--- src/rtl/hazard_pkg.sv ---
`default_nettype none
// ============================================================================
// Module      : hazard_pkg
// Description : Shared types and helpers for the pipeline hazard unit.
// Revision    : 1.0 - initial release
// ============================================================================
package hazard_pkg;

    // Slot rd field is sized for the largest supported register file.
    localparam int c_RD_W_MAX = 8;
    localparam int c_FWD_RF   = 0;

    typedef struct packed {
        logic                  v;
        logic [c_RD_W_MAX-1:0] rd;
        logic                  we;
        logic                  ld;
    } slot_t;

    function automatic int sel_width(input int depth);
        return $clog2(depth + 1);
    endfunction

endpackage
`default_nettype wire

--- src/rtl/hazard_match.sv ---
`default_nettype none
// ============================================================================
// Module      : hazard_match
// Description : Youngest-producer search for one source operand.
// Revision    : 1.0 - initial release
// ============================================================================
module hazard_match
    import hazard_pkg::*;
#(
    parameter int DEPTH    = 3,
    parameter int LOAD_LAT = 1,
    parameter int FWD_EN   = 1,
    parameter int REG_W    = 5,
    parameter int SEL_W    = sel_width(DEPTH)
) (
    input  slot_t [DEPTH-1:0] i_slots,
    input  logic  [REG_W-1:0] i_src,
    input  logic              i_used,
    output logic              o_hazard,
    output logic  [SEL_W-1:0] o_fwd_sel
);

    logic [DEPTH-1:0]      w_match;
    logic [DEPTH-1:0]      w_not_ready;
    logic [c_RD_W_MAX-1:0] w_src_ext;
    logic                  w_hazard;
    logic [SEL_W-1:0]      w_sel;

    assign w_src_ext = c_RD_W_MAX'(i_src);

    for (genvar i = 0; i < DEPTH; i++) begin : g_slot
        localparam logic c_YOUNG = (i < LOAD_LAT);
        assign w_match[i]     = i_used && (i_src != '0) && i_slots[i].v &&
                                i_slots[i].we && (i_slots[i].rd == w_src_ext);
        assign w_not_ready[i] = i_slots[i].ld & c_YOUNG;
    end

    // Walk oldest to youngest so the youngest matching slot has the last word.
    always_comb begin
        w_hazard = 1'b0;
        w_sel    = SEL_W'(c_FWD_RF);
        for (int i = DEPTH - 1; i >= 0; i--) begin
            if (w_match[i]) begin
                if (FWD_EN == 0 || w_not_ready[i]) begin
                    w_hazard = 1'b1;
                    w_sel    = SEL_W'(c_FWD_RF);
                end else begin
                    w_hazard = 1'b0;
                    w_sel    = SEL_W'(i + 1);
                end
            end
        end
    end

    assign o_hazard  = w_hazard;
    assign o_fwd_sel = w_sel;

endmodule
`default_nettype wire

--- src/rtl/hazard_ctl.sv ---
`default_nettype none
// ============================================================================
// Module      : hazard_ctl
// Description : Scoreboard-based forwarding, load-use stall and redirect flush.
// Revision    : 1.0 - initial release
// ============================================================================
module hazard_ctl
    import hazard_pkg::*;
#(
    parameter  int XLEN     = 32,
    parameter  int NREG     = 32,
    parameter  int DEPTH    = 3,
    parameter  int LOAD_LAT = 1,
    parameter  int FWD_EN   = 1,
    parameter  int CNT_W    = 16,
    localparam int REG_W    = $clog2(NREG),
    localparam int SEL_W    = sel_width(DEPTH)
) (
    input  logic             clk,
    input  logic             rst,
    input  logic             de_valid,
    input  logic [REG_W-1:0] de_rs1,
    input  logic [REG_W-1:0] de_rs2,
    input  logic             de_rs1_used,
    input  logic             de_rs2_used,
    input  logic [REG_W-1:0] de_rd,
    input  logic             de_rd_we,
    input  logic             de_is_load,
    input  logic             exe_redirect,
    output logic             stall,
    output logic             flush_fetch,
    output logic             flush_de,
    output logic [SEL_W-1:0] fwd_a_sel,
    output logic [SEL_W-1:0] fwd_b_sel,
    output logic [CNT_W-1:0] stall_cnt,
    output logic [CNT_W-1:0] flush_cnt
);

    if (CNT_W > XLEN || REG_W > c_RD_W_MAX) begin : g_param_check
        $error("hazard_ctl: CNT_W must not exceed XLEN and REG_W must fit the slot rd field");
    end

    slot_t [DEPTH-1:0] r_slot_q;
    slot_t [DEPTH-1:0] w_slot_d;
    logic  [CNT_W-1:0] r_stall_cnt_q;
    logic  [CNT_W-1:0] w_stall_cnt_d;
    logic  [CNT_W-1:0] r_flush_cnt_q;
    logic  [CNT_W-1:0] w_flush_cnt_d;
    logic              w_haz_a;
    logic              w_haz_b;
    logic              w_stall;

    hazard_match #(
        .DEPTH    (DEPTH),
        .LOAD_LAT (LOAD_LAT),
        .FWD_EN   (FWD_EN),
        .REG_W    (REG_W),
        .SEL_W    (SEL_W)
    ) u_match_a (
        .i_slots   (r_slot_q),
        .i_src     (de_rs1),
        .i_used    (de_rs1_used),
        .o_hazard  (w_haz_a),
        .o_fwd_sel (fwd_a_sel)
    );

    hazard_match #(
        .DEPTH    (DEPTH),
        .LOAD_LAT (LOAD_LAT),
        .FWD_EN   (FWD_EN),
        .REG_W    (REG_W),
        .SEL_W    (SEL_W)
    ) u_match_b (
        .i_slots   (r_slot_q),
        .i_src     (de_rs2),
        .i_used    (de_rs2_used),
        .o_hazard  (w_haz_b),
        .o_fwd_sel (fwd_b_sel)
    );

    // A redirect drops the decode instruction rather than holding it.
    assign w_stall     = de_valid && (w_haz_a || w_haz_b) && !exe_redirect;
    assign stall       = w_stall;
    assign flush_fetch = exe_redirect;
    assign flush_de    = exe_redirect;

    always_comb begin
        w_slot_d = '0;
        for (int i = DEPTH - 1; i >= 1; i--) begin
            w_slot_d[i] = r_slot_q[i-1];
        end
        if (de_valid && !w_stall && !exe_redirect) begin
            w_slot_d[0].v  = 1'b1;
            w_slot_d[0].rd = c_RD_W_MAX'(de_rd);
            w_slot_d[0].we = de_rd_we;
            w_slot_d[0].ld = de_is_load;
        end
    end

    always_comb begin
        w_stall_cnt_d = r_stall_cnt_q;
        w_flush_cnt_d = r_flush_cnt_q;
        if (w_stall && r_stall_cnt_q != '1) begin
            w_stall_cnt_d = r_stall_cnt_q + 1'b1;
        end
        if (exe_redirect && r_flush_cnt_q != '1) begin
            w_flush_cnt_d = r_flush_cnt_q + 1'b1;
        end
    end

    always_ff @(posedge clk or posedge rst) begin
        if (rst) begin
            r_slot_q      <= '0;
            r_stall_cnt_q <= '0;
            r_flush_cnt_q <= '0;
        end else begin
            r_slot_q      <= w_slot_d;
            r_stall_cnt_q <= w_stall_cnt_d;
            r_flush_cnt_q <= w_flush_cnt_d;
        end
    end

    assign stall_cnt = r_stall_cnt_q;
    assign flush_cnt = r_flush_cnt_q;

endmodule
`default_nettype wire
--- config.mk ---
export PLATFORM = sky130hd
export DESIGN_NAME = hazard_ctl
export DESIGN_NICKNAME = d
export VERILOG_FILES = /design/src/rtl/hazard_pkg.sv /design/src/rtl/hazard_match.sv /design/src/rtl/hazard_ctl.sv
export SDC_FILE = /design/constraint.sdc
export NUM_CORES = 1
export LEC_CHECK = 0
export BUFFER_PORTS_ARGS = -buffer_cell sky130_fd_sc_hd__buf_4
export CORE_ASPECT_RATIO = 1.2
export CORE_MARGIN = 3
export CORE_UTILIZATION = 45
export CTS_CLUSTER_SIZE = 14
export DETAILED_ROUTE_END_ITERATION = 6
export GPL_TIMING_DRIVEN = 1
export PLACE_DENSITY_LB_ADDON = 0.2
export SYNTH_ARGS = -nofsm -noshare
export SYNTH_HDL_FRONTEND = slang
export SYNTH_SLANG_ARGS = --single-unit
--- constraint.sdc ---
create_clock -name clk -period 2 [get_ports clk]
set_input_delay 0 -clock clk [delete_from_list [all_inputs] [get_ports clk]]
set_output_delay 0 -clock clk [all_outputs]
set_load 0.01 [all_outputs]
==> results of run 1 <==
layout by cell type (no fill, tap or decap), drive strengths merged, types with 2 or more instances in the layout:
master	netlist	routed
buf	3	79
dlygate4sd3	0	8
nor4	2	2
and3	4	4
or3	2	2
nand3	12	12
xor2	22	22
mux2	3	3
a21o	2	2
ha	2	2
or4	6	6
nand2	11	11
nand4	15	15
a21oi	6	6
nor2	16	16
or2	2	2
inv	7	7
o21ai	4	4
nor3	7	7
dfrtp	54	54
xnor2	36	36
nand2b	2	2
and2	9	9
nor3b	2	2
clkbuf	0	6
final cells by class:
type                       instances  area, um^2
fill                             477        1950
sequential                        54        1350
multi-input combinational        169        1240
timing repair buffer              87         681
tap                               62        77.6
clock buffer                       6        72.6
clock inverter                     2        37.5
inverter                           7        26.3
where the power goes:
group          switching (uW)  internal, uW
clock network             354           374
registers                 101          1180
logic                     203           247
sequential cells by signal, summed over array words and instances (netlist names):
name	cells
flush_cnt	16
stall_cnt	16
r_slot_q	22
timing repair:
item                       4_1_cts  5_1_grt
resized for setup                4        9
pin swaps                        7        6
hold endpoints to repair        40        0
hold buffers                     8        0
setup buffers                    4        0
setup endpoints to repair        3        8
cell usage after synthesis (3+ instances only):
library cell,n,share of area [%]
dfrtp_1,54,52
xnor2_1,36,12
xor2_1,22,7.4
nor2_1,16,2.3
nand4_1,15,3.6
nand3_1,12,2.3
nand2_1,11,1.6
and2_1,9,2.2
inv_1,7,1.0
nor3_1,7,1.4
or4_1,6,1.7
a21oi_1,5,0.97
and3_1,4,0.97
o21ai_2,4,1.4
mux2_2,3,1.3
per-stage QoR:
step	util (%)	setup WS, ns	TNS (ns)	cells	area [um^2]
after global routing	64.1	-0.0652	-0.0878	387	3490
after detailed placement	58.9	0.0271	0	367	3200
after floorplan	-	0.142	0	233	2590
final	64.1	0.0298	0	387	3490
after global placement	58.9	0.0542	0	367	3200
after CTS	63.2	0.00452	0	387	3440
path summary, 6_finish.rpt:
check                             start            end  slack (ns)  depth (start not counted)
hold / removal                 de_valid   r_slot_q[10]        0.08                          3
hold reg to reg            r_slot_q[10]   r_slot_q[21]        0.38                          0
min in group asynchronous           rst  flush_cnt[15]        0.37                          3
max in group asynchronous           rst    r_slot_q[4]        0.99                          4
setup reg to reg           flush_cnt[1]   flush_cnt[6]        0.13                          7
setup / recovery           r_slot_q[13]   fwd_a_sel[0]        0.03                          6
cell families (layout without fill, tap and decap cells):
| group | Yosys count | after routing | share of synthesized area, % |
|---|---|---|---|
| AO/OA/AOI/OAI | 13 | 13 | 3.87 |
| flip-flops | 54 | 54 | 52.2 |
| AND/OR/NAND/NOR | 93 | 93 | 20.0 |
| adder cells (fa/ha/maj) | 2 | 2 | 0.966 |
| buffers and inverters | 10 | 102 | 2.03 |
| multiplexers | 3 | 3 | 1.30 |
| XOR/XNOR | 58 | 58 | 19.6 |
critical path: stages, from the launching register on:
cell and delay [ns]:
dfrtp_1 0.43, xnor2_1 0.17, nand4_1 0.13, or4_4 0.50, nor3b_2 0.17, a21o_1 0.16
buf_6 0.12
layer usage:
metal  track usage [%]  wire, um
met5                 0         0
met4              5.41        90
met3              3.71       245
met2              31.1      2920
met1              23.6      2440
==> reports/qor.txt, run 1 <==
outcome: completed
final cycle utilization of the critical path: 98.5%
worst min path class: in -> reg
GRT Overall Usage: 18.3%
Avg Cell Area, Syn: 11.1 um^2
Tot Pwr: 2460 uW
via count: 1970
first-pass GRT wire length: 9320 um
CP Capture Type: output pin
crit path max fanout: 3
Port Buf Inserts: 61
Antenna Nets Post-Route: 0
ys async rst share: 100%
syn nets: 258
Max Clk Rate: 0.508 GHz
Setup violations, final: 0
Max clock buf depth: 2
Num Clock Sinks: 54
Netlist Area Pre-Place: 2590 um^2
layout cells sized above 1: 33.2%
CTS H-tree depth: 2
synthesized instance count: 233
Arr. time, crit path: 1.97 ns
WL final: 5700 um
CTS clk-pin slew, worst paths: 0.10 ns
worst vdd ir: 0.643 mV
Rel. slew slack: 51.3%
remaining global-route overflow: 0
P_leak: 0.00167 uW
Clk Latency, worst-skew pair: 0.30 ns
Residual DRC: 0
full die area: 6700 um^2
synthesized flop and latch total: 54
starting DRC count in detailed routing: 46
CTS tree: built
Via density: 5.09
largest net degree at the start of global routing: 36
# diodes: 0
post-synthesis sequential area ratio: 52.2%
setup clock skew after layout: 0.00895 ns
crit path time final: 1.97 ns
Slew Limit Fails: 0
Yosys warnings: 0
area grow syn2layout: 34.8%
measured slew at the worst slew-check pin: 0.729 ns
Die H: 89.1 um
drt wl/cell: 14.7 um
CP Data Required Time: 2.00 ns
Starting Density: 47.6%
core area: 5440 um^2
Max Cap Violations: 0
Post-synth EDFFs: 0
hold slack: 0.0788 ns
RSZ-0062 raised after global routing: yes
Final Wtd Congestion: 0.868
root buf cell: clkbuf_8
dominant register cell in the synthesized netlist: dfrtp_1
CTS Buf Count: 5
worst setup path category: reg -> out
number of global-route vias before repair: 2007
row cnt: 29
initial antenna violation count: 0
final hold vios: 0
I/O pin cnt: 62
nets: 349
overall die width: 75.2 um
drt first pass iters: 4
CP Launch Type: flop
Netlist cell types: 30
HPWL after DPL: 4220 um
Power Dens Cells: 704 nW/um^2
No activity file was read; power rests on OpenSTA's default activity.
==> run 2, diff against run 1 <==
- CELL_PAD_IN_SITES_DETAIL_PLACEMENT: not set -> 1
- CELL_PAD_IN_SITES_GLOBAL_PLACEMENT: not set -> 1
- CORE_UTILIZATION: 45 -> 37
==> reports/qor.txt, run 2 (same netlist as run 1, synthesis figures left out) <==
max reg flops: 22 (unchanged)
Num Clock Sinks: 54 (unchanged)
most frequent cells in the layout: buf_4 (86), dfrtp_1 (54), xnor2_1 (35) (was buf_4 (77), dfrtp_1 (54), xnor2_1 (35))
# fillers: 744 (was 477)
via count: 2077 (was 1970)
Final Wtd Congestion: 0.776 (was 0.868)
Arr. time, crit path: 1.99 ns (was 1.97 ns)
starting DRC count in detailed routing: 41 (was 46)
dpl cells: 393 (was 367)
Residual DRC: 0 (unchanged)
worst setup path category: reg -> out (unchanged)
outcome: completed (unchanged)
Rel. slew slack: 60.8% (was 51.3%)
GRT Overall Usage: 17.2% (was 18.3%)
Port Buf Inserts: 61 (unchanged)
first-pass GRT wire length: 10800 um (was 9320 um)
number of global-route vias before repair: 2308 (was 2007)
CTS H-tree depth: 2 (unchanged)
I/O pin cnt: 62 (unchanged)
Starting Density: 39.2% (was 47.6%)
Via density: 4.95 (was 5.09)
final hold vios: 0 (unchanged)
commonest non-fill, non-tap cell in the layout: buf_4 (unchanged)
# diodes: 0 (unchanged)
full die area: 8040 um^2 (was 6700 um^2)
Biggest register: r_slot_q (unchanged)
CP Data Required Time: 2.00 ns (about the same)
area grow syn2layout: 38.6% (was 34.8%)
Antenna Nets Post-Route: 0 (unchanged)
core area: 6610 um^2 (was 5440 um^2)
layout cells sized above 1: 34.6% (was 33.2%)
Clk Latency, worst-skew pair: 0.30 ns (about the same)
Power Dens Cells: 696 nW/um^2 (was 704 nW/um^2)
CTS Buf Count: 5 (unchanged)
nets: 359 (was 349)
measured slew at the worst slew-check pin: 0.588 ns (was 0.729 ns)
crit path time final: 1.99 ns (was 1.97 ns)
Layout Cells excl Fill: 420 (was 387)
Max Clk Rate: 0.503 GHz (was 0.508 GHz)
reg-to-reg slack, setup: 0.09 ns (was 0.13 ns)
Sum Neg Setup Slack: 0 ns (unchanged)
root buf cell: clkbuf_8 (unchanged)
Setup violations, final: 0 (unchanged)
remaining global-route overflow: 0 (unchanged)
RSZ-0062 raised after global routing: yes (unchanged)
worst min path class: in -> reg (unchanged)
CTS clk-pin slew, worst paths: 0.10 ns (about the same)
CP Capture Type: output pin (unchanged)
row cnt: 32 (was 29)
drt first pass iters: 3 (was 4)
overall die width: 82.4 um (was 75.2 um)
Die H: 97.6 um (was 89.1 um)
largest net degree at the start of global routing: 26 (was 36)
Slew Limit Fails: 0 (unchanged)
Max Cap Violations: 0 (unchanged)
Finished Core Util: 54.3% (was 64.1%)
Max clock buf depth: 2 (unchanged)
CTS tree: built (unchanged)
final cycle utilization of the critical path: 99.3% (was 98.5%)
worst vdd ir: 0.643 mV (about the same)
initial antenna violation count: 0 (unchanged)
drt wl/cell: 15.8 um (was 14.7 um)
CP Launch Type: flop (unchanged)
P_leak: 0.00173 uW (was 0.00167 uW)
HPWL after DPL: 4860 um (was 4220 um)
setup clock skew after layout: 0.00703 ns (was 0.00895 ns)
WL final: 6660 um (was 5700 um)
crit path max fanout: 2 (was 3)
[run 2: cell types whose count changed in the layout (fill, tap and decap cells not counted), sizes merged]
cell and change:
clkbuf -1, clkinv +2, buf +10, clkinvlp -1
[run 2: layout make-up]
class                      count  area, um^2  share of cell area, %
sequential                    54        1350                   37.7
multi-input combinational    169        1240                   34.4
timing repair buffer          97         759                   21.2
tap                           85         106                   2.96
clock buffer                   5        68.8                   1.92
clock inverter                 3        40.0                   1.12
inverter                       7        26.3                  0.732
[run 2: worst max-delay path, stage by stage, from the launching register on]
cell and delay, ns:
dfrtp_1 0.41, xnor2_1 0.19, nand4_1 0.14, or4_1 0.53, nor3b_1 0.21, a21o_1 0.11, buf_4 0.11
[run 2: timing repair]
action	4_1_cts	5_1_grt
gates resized for setup	5	7
setup endpoints to repair	3	7
hold buffers	8	0
hold endpoints to repair	30	0
setup buffers	0	11
pin swaps	6	12
[run 2: metrics by stage]
step	power [uW]	hold WS, ns	setup WS [ns]	cell area, um^2
after detailed placement	1740	0.113	0.0981	3250
final	2500	0.0990	0.0132	3590
after CTS	2490	0.0939	0.00591	3470
after floorplan	1500	0.0918	0.142	2590
after global placement	1730	0.0947	0.123	3250
after global routing	2640	0.103	-0.0730	3590
[run 2: worst paths after layout]
path                            depth (start not counted)          from             to
worst min register to register                          0  r_slot_q[12]   r_slot_q[23]
worst min-delay path                                    3  exe_redirect   flush_cnt[1]
worst max-delay path                                    6  r_slot_q[26]   fwd_a_sel[0]
max in group asynchronous                               4           rst   flush_cnt[9]
min in group asynchronous                               3           rst   flush_cnt[6]
worst max register to register                          8   r_slot_q[4]  stall_cnt[11]
[run 2: routing by layer]
layer / up-vias / global-route usage (%) / wire length (um)
met5: - / 0 / 0
met4: 0 / 3.58 / 63
met3: 8 / 3.43 / 242
met2: 39 / 29.8 / 3540
met1: 1035 / 21.6 / 2810
li1: 995 / - / -
[run 2: report_power, final]
part | internal [uW] | switching, uW | leakage, uW
clock | 369 | 361 | 0.0000579
sequential | 1180 | 94.9 | 0.000719
combinational | 274 | 219 | 0.000957
==> run 3, diff against run 2 <==
- CORE_ASPECT_RATIO: 1.2 -> 2
- CORE_UTILIZATION: 37 -> 41
- clock period: 2 -> 1.9 ns (I/O delays scaled with it)
==> reports/qor.txt, run 3 (same netlist as run 1, synthesis figures left out) <==
drt wl/cell: 19.1 um (was 15.8 um)
DP Area: 3370 um^2 (was 3250 um^2)
Design Area, Final: 3960 um^2 (was 3590 um^2)
CTS Buf Count: 5 (unchanged)
starting DRC count in detailed routing: 68 (was 41)
core area: 6060 um^2 (was 6610 um^2)
layout cells sized above 1: 45.0% (was 34.6%)
HPWL after DPL: 5320 um (was 4860 um)
Setup violations, final: 3 (was 0)
final cycle utilization of the critical path: 105%
I/O pin cnt: 62 (unchanged)
Biggest register: r_slot_q (unchanged)
root buf cell: clkbuf_16 (was clkbuf_8)
P_leak: 0.00193 uW (was 0.00173 uW)
Final Wtd Congestion: 0.847 (was 0.776)
first-pass GRT wire length: 13100 um (was 10800 um)
number of global-route vias before repair: 2509 (was 2308)
WL final: 8270 um (was 6660 um)
final hold vios: 0 (unchanged)
measured slew at the worst slew-check pin: 0.339 ns (was 0.588 ns)
CP Launch Type: flop (unchanged)
CP Data Required Time: 1.90 ns (was 2.00 ns)
area of the multi-input gates: 1410 um^2 (was 1240 um^2)
Residual DRC: 0 (unchanged)
Antenna Nets Post-Route: 0 (unchanged)
Finished Core Util: 65.4% (was 54.3%)
hold slack: 0.0898 ns (was 0.0990 ns)
drt first pass iters: 4 (was 3)
row cnt: 40 (was 32)
storage element area: 1360 um^2 (was 1350 um^2)
Sum Neg Setup Slack: -0.194 ns (was 0 ns)
most frequent cells in the layout: buf_4 (96), dfrtp_1 (51), xnor2_1 (25) (was buf_4 (86), dfrtp_1 (54), xnor2_1 (35))
CTS H-tree depth: 2 (unchanged)
failing checks: setup timing
Arr. time, crit path: 2.00 ns (was 1.99 ns)
via count: 2262 (was 2077)
Num Clock Sinks: 54 (unchanged)
area grow syn2layout: 53.0% (was 38.6%)
commonest non-fill, non-tap cell in the layout: buf_4 (unchanged)
setup clock skew after layout: 0.00298 ns (was 0.00703 ns)
GRT Overall Usage: 23.1% (was 17.2%)
# fillers: 632 (was 744)
nets: 373 (was 359)
overall die width: 62.2 um (was 82.4 um)
CTS clk-pin slew, worst paths: 0.07 ns (was 0.10 ns)
worst vdd ir: 0.690 mV (was 0.643 mV)
remaining global-route overflow: 0 (unchanged)
Starting Density: 42.7% (was 39.2%)
RSZ-0062 raised after global routing: yes (unchanged)
Max clock buf depth: 2 (unchanged)
Slew Limit Fails: 0 (unchanged)
Max Clk Rate: 0.500 GHz
# diodes: 0 (unchanged)
CTS tree: built (unchanged)
outcome: complete, but fails checks (was completed)
crit path time final: 2.00 ns
Die H: 118 um (was 97.6 um)
Power Dens Cells: 748 nW/um^2 (was 696 nW/um^2)
Rel. slew slack: 77.2% (was 60.8%)
crit path max fanout: 2 (unchanged)
largest net degree at the start of global routing: 23 (was 26)
final worst slack: -0.0990 ns (was 0.0132 ns)
Max Cap Violations: 0 (unchanged)
CP Capture Type: output pin (unchanged)
Clk Latency, worst-skew pair: 0.30 ns (about the same)
worst min path class: in -> reg (unchanged)
initial antenna violation count: 0 (unchanged)
full die area: 7360 um^2 (was 8040 um^2)
max reg flops: 22 (unchanged)
Via density: 5.22 (was 4.95)
Port Buf Inserts: 61 (unchanged)
worst setup path category: reg -> out (unchanged)
-- run 3: changes by cell type in the layout (fill, tap and decap cells not counted), sizes merged --
cell	before	now
buf	89	102
bufinv	1	0
clkbuf	5	9
clkinv	2	0
-- run 3: power by group --
part	switching [uW]	total [uW]	internal (uW)	leakage, uW
combinational	297	640	344	0.00114
clock	410	1010	597	0.0000832
sequential	73.3	1310	1240	0.000714
-- run 3: final timing paths --
kind / startpoint / endpoint / slack (ns) / depth (start not counted)
setup / recovery: r_slot_q[14] / fwd_b_sel[0] / -0.1 / 6
hold / removal: exe_redirect / flush_cnt[1] / 0.09 / 3
setup reg to reg: r_slot_q[5] / stall_cnt[1] / 0.01 / 7
hold reg to reg: r_slot_q[12] / r_slot_q[23] / 0.38 / 0
max in group asynchronous: rst / r_slot_q[2] / 1.09 / 4
min in group asynchronous: rst / r_slot_q[25] / 0.20 / 3
-- run 3: repair_timing --
item	in CTS	in global routing
endpoints found under the hold margin	18	0
pin swaps	15	8
hold buffers	8	0
gates resized for setup	17	31
endpoints found under the setup margin	21	18
cloned	0	1
setup buffers	6	4
-- run 3: critical path, stage by stage, from the launching register on --
cell	delay (ns)
dfrtp_1	0.42
xnor2_2	0.21
nand4_1	0.16
or4_4	0.47
nor3b_4	0.17
a21o_1	0.16
buf_6	0.12
-- run 3: final cells by class --
| type | count | share of cell area (%) |
|---|---|---|
| repair buffers | 111 | 22.8 |
| flip-flops and latches | 54 | 34.2 |
| multi-input cells | 169 | 35.5 |
| inverters | 7 | 0.664 |
| clock buffers | 8 | 4.20 |
| well taps | 84 | 2.65 |
-- run 3: per-layer routing --
layer | up-vias | share of wire, % | GRT usage (%)
met3 | 31 | 3.6 | 4.09
met5 | - | 0 | 0
met1 | 1137 | 33 | 22.0
met2 | 74 | 58 | 45.0
met4 | 0 | 5.7 | 13.0
li1 | 1020 | - | -
-- run 3: through the flow --
stage               instances  power [uW]  setup slack [ns]
finish                    433        2960           -0.0990
global route              433        3110            -0.132
CTS                       428        2980           -0.0849
detailed placement        406        1930           -0.0357
global placement          406        1910           0.00928
floorplan                 233        1570            0.0418
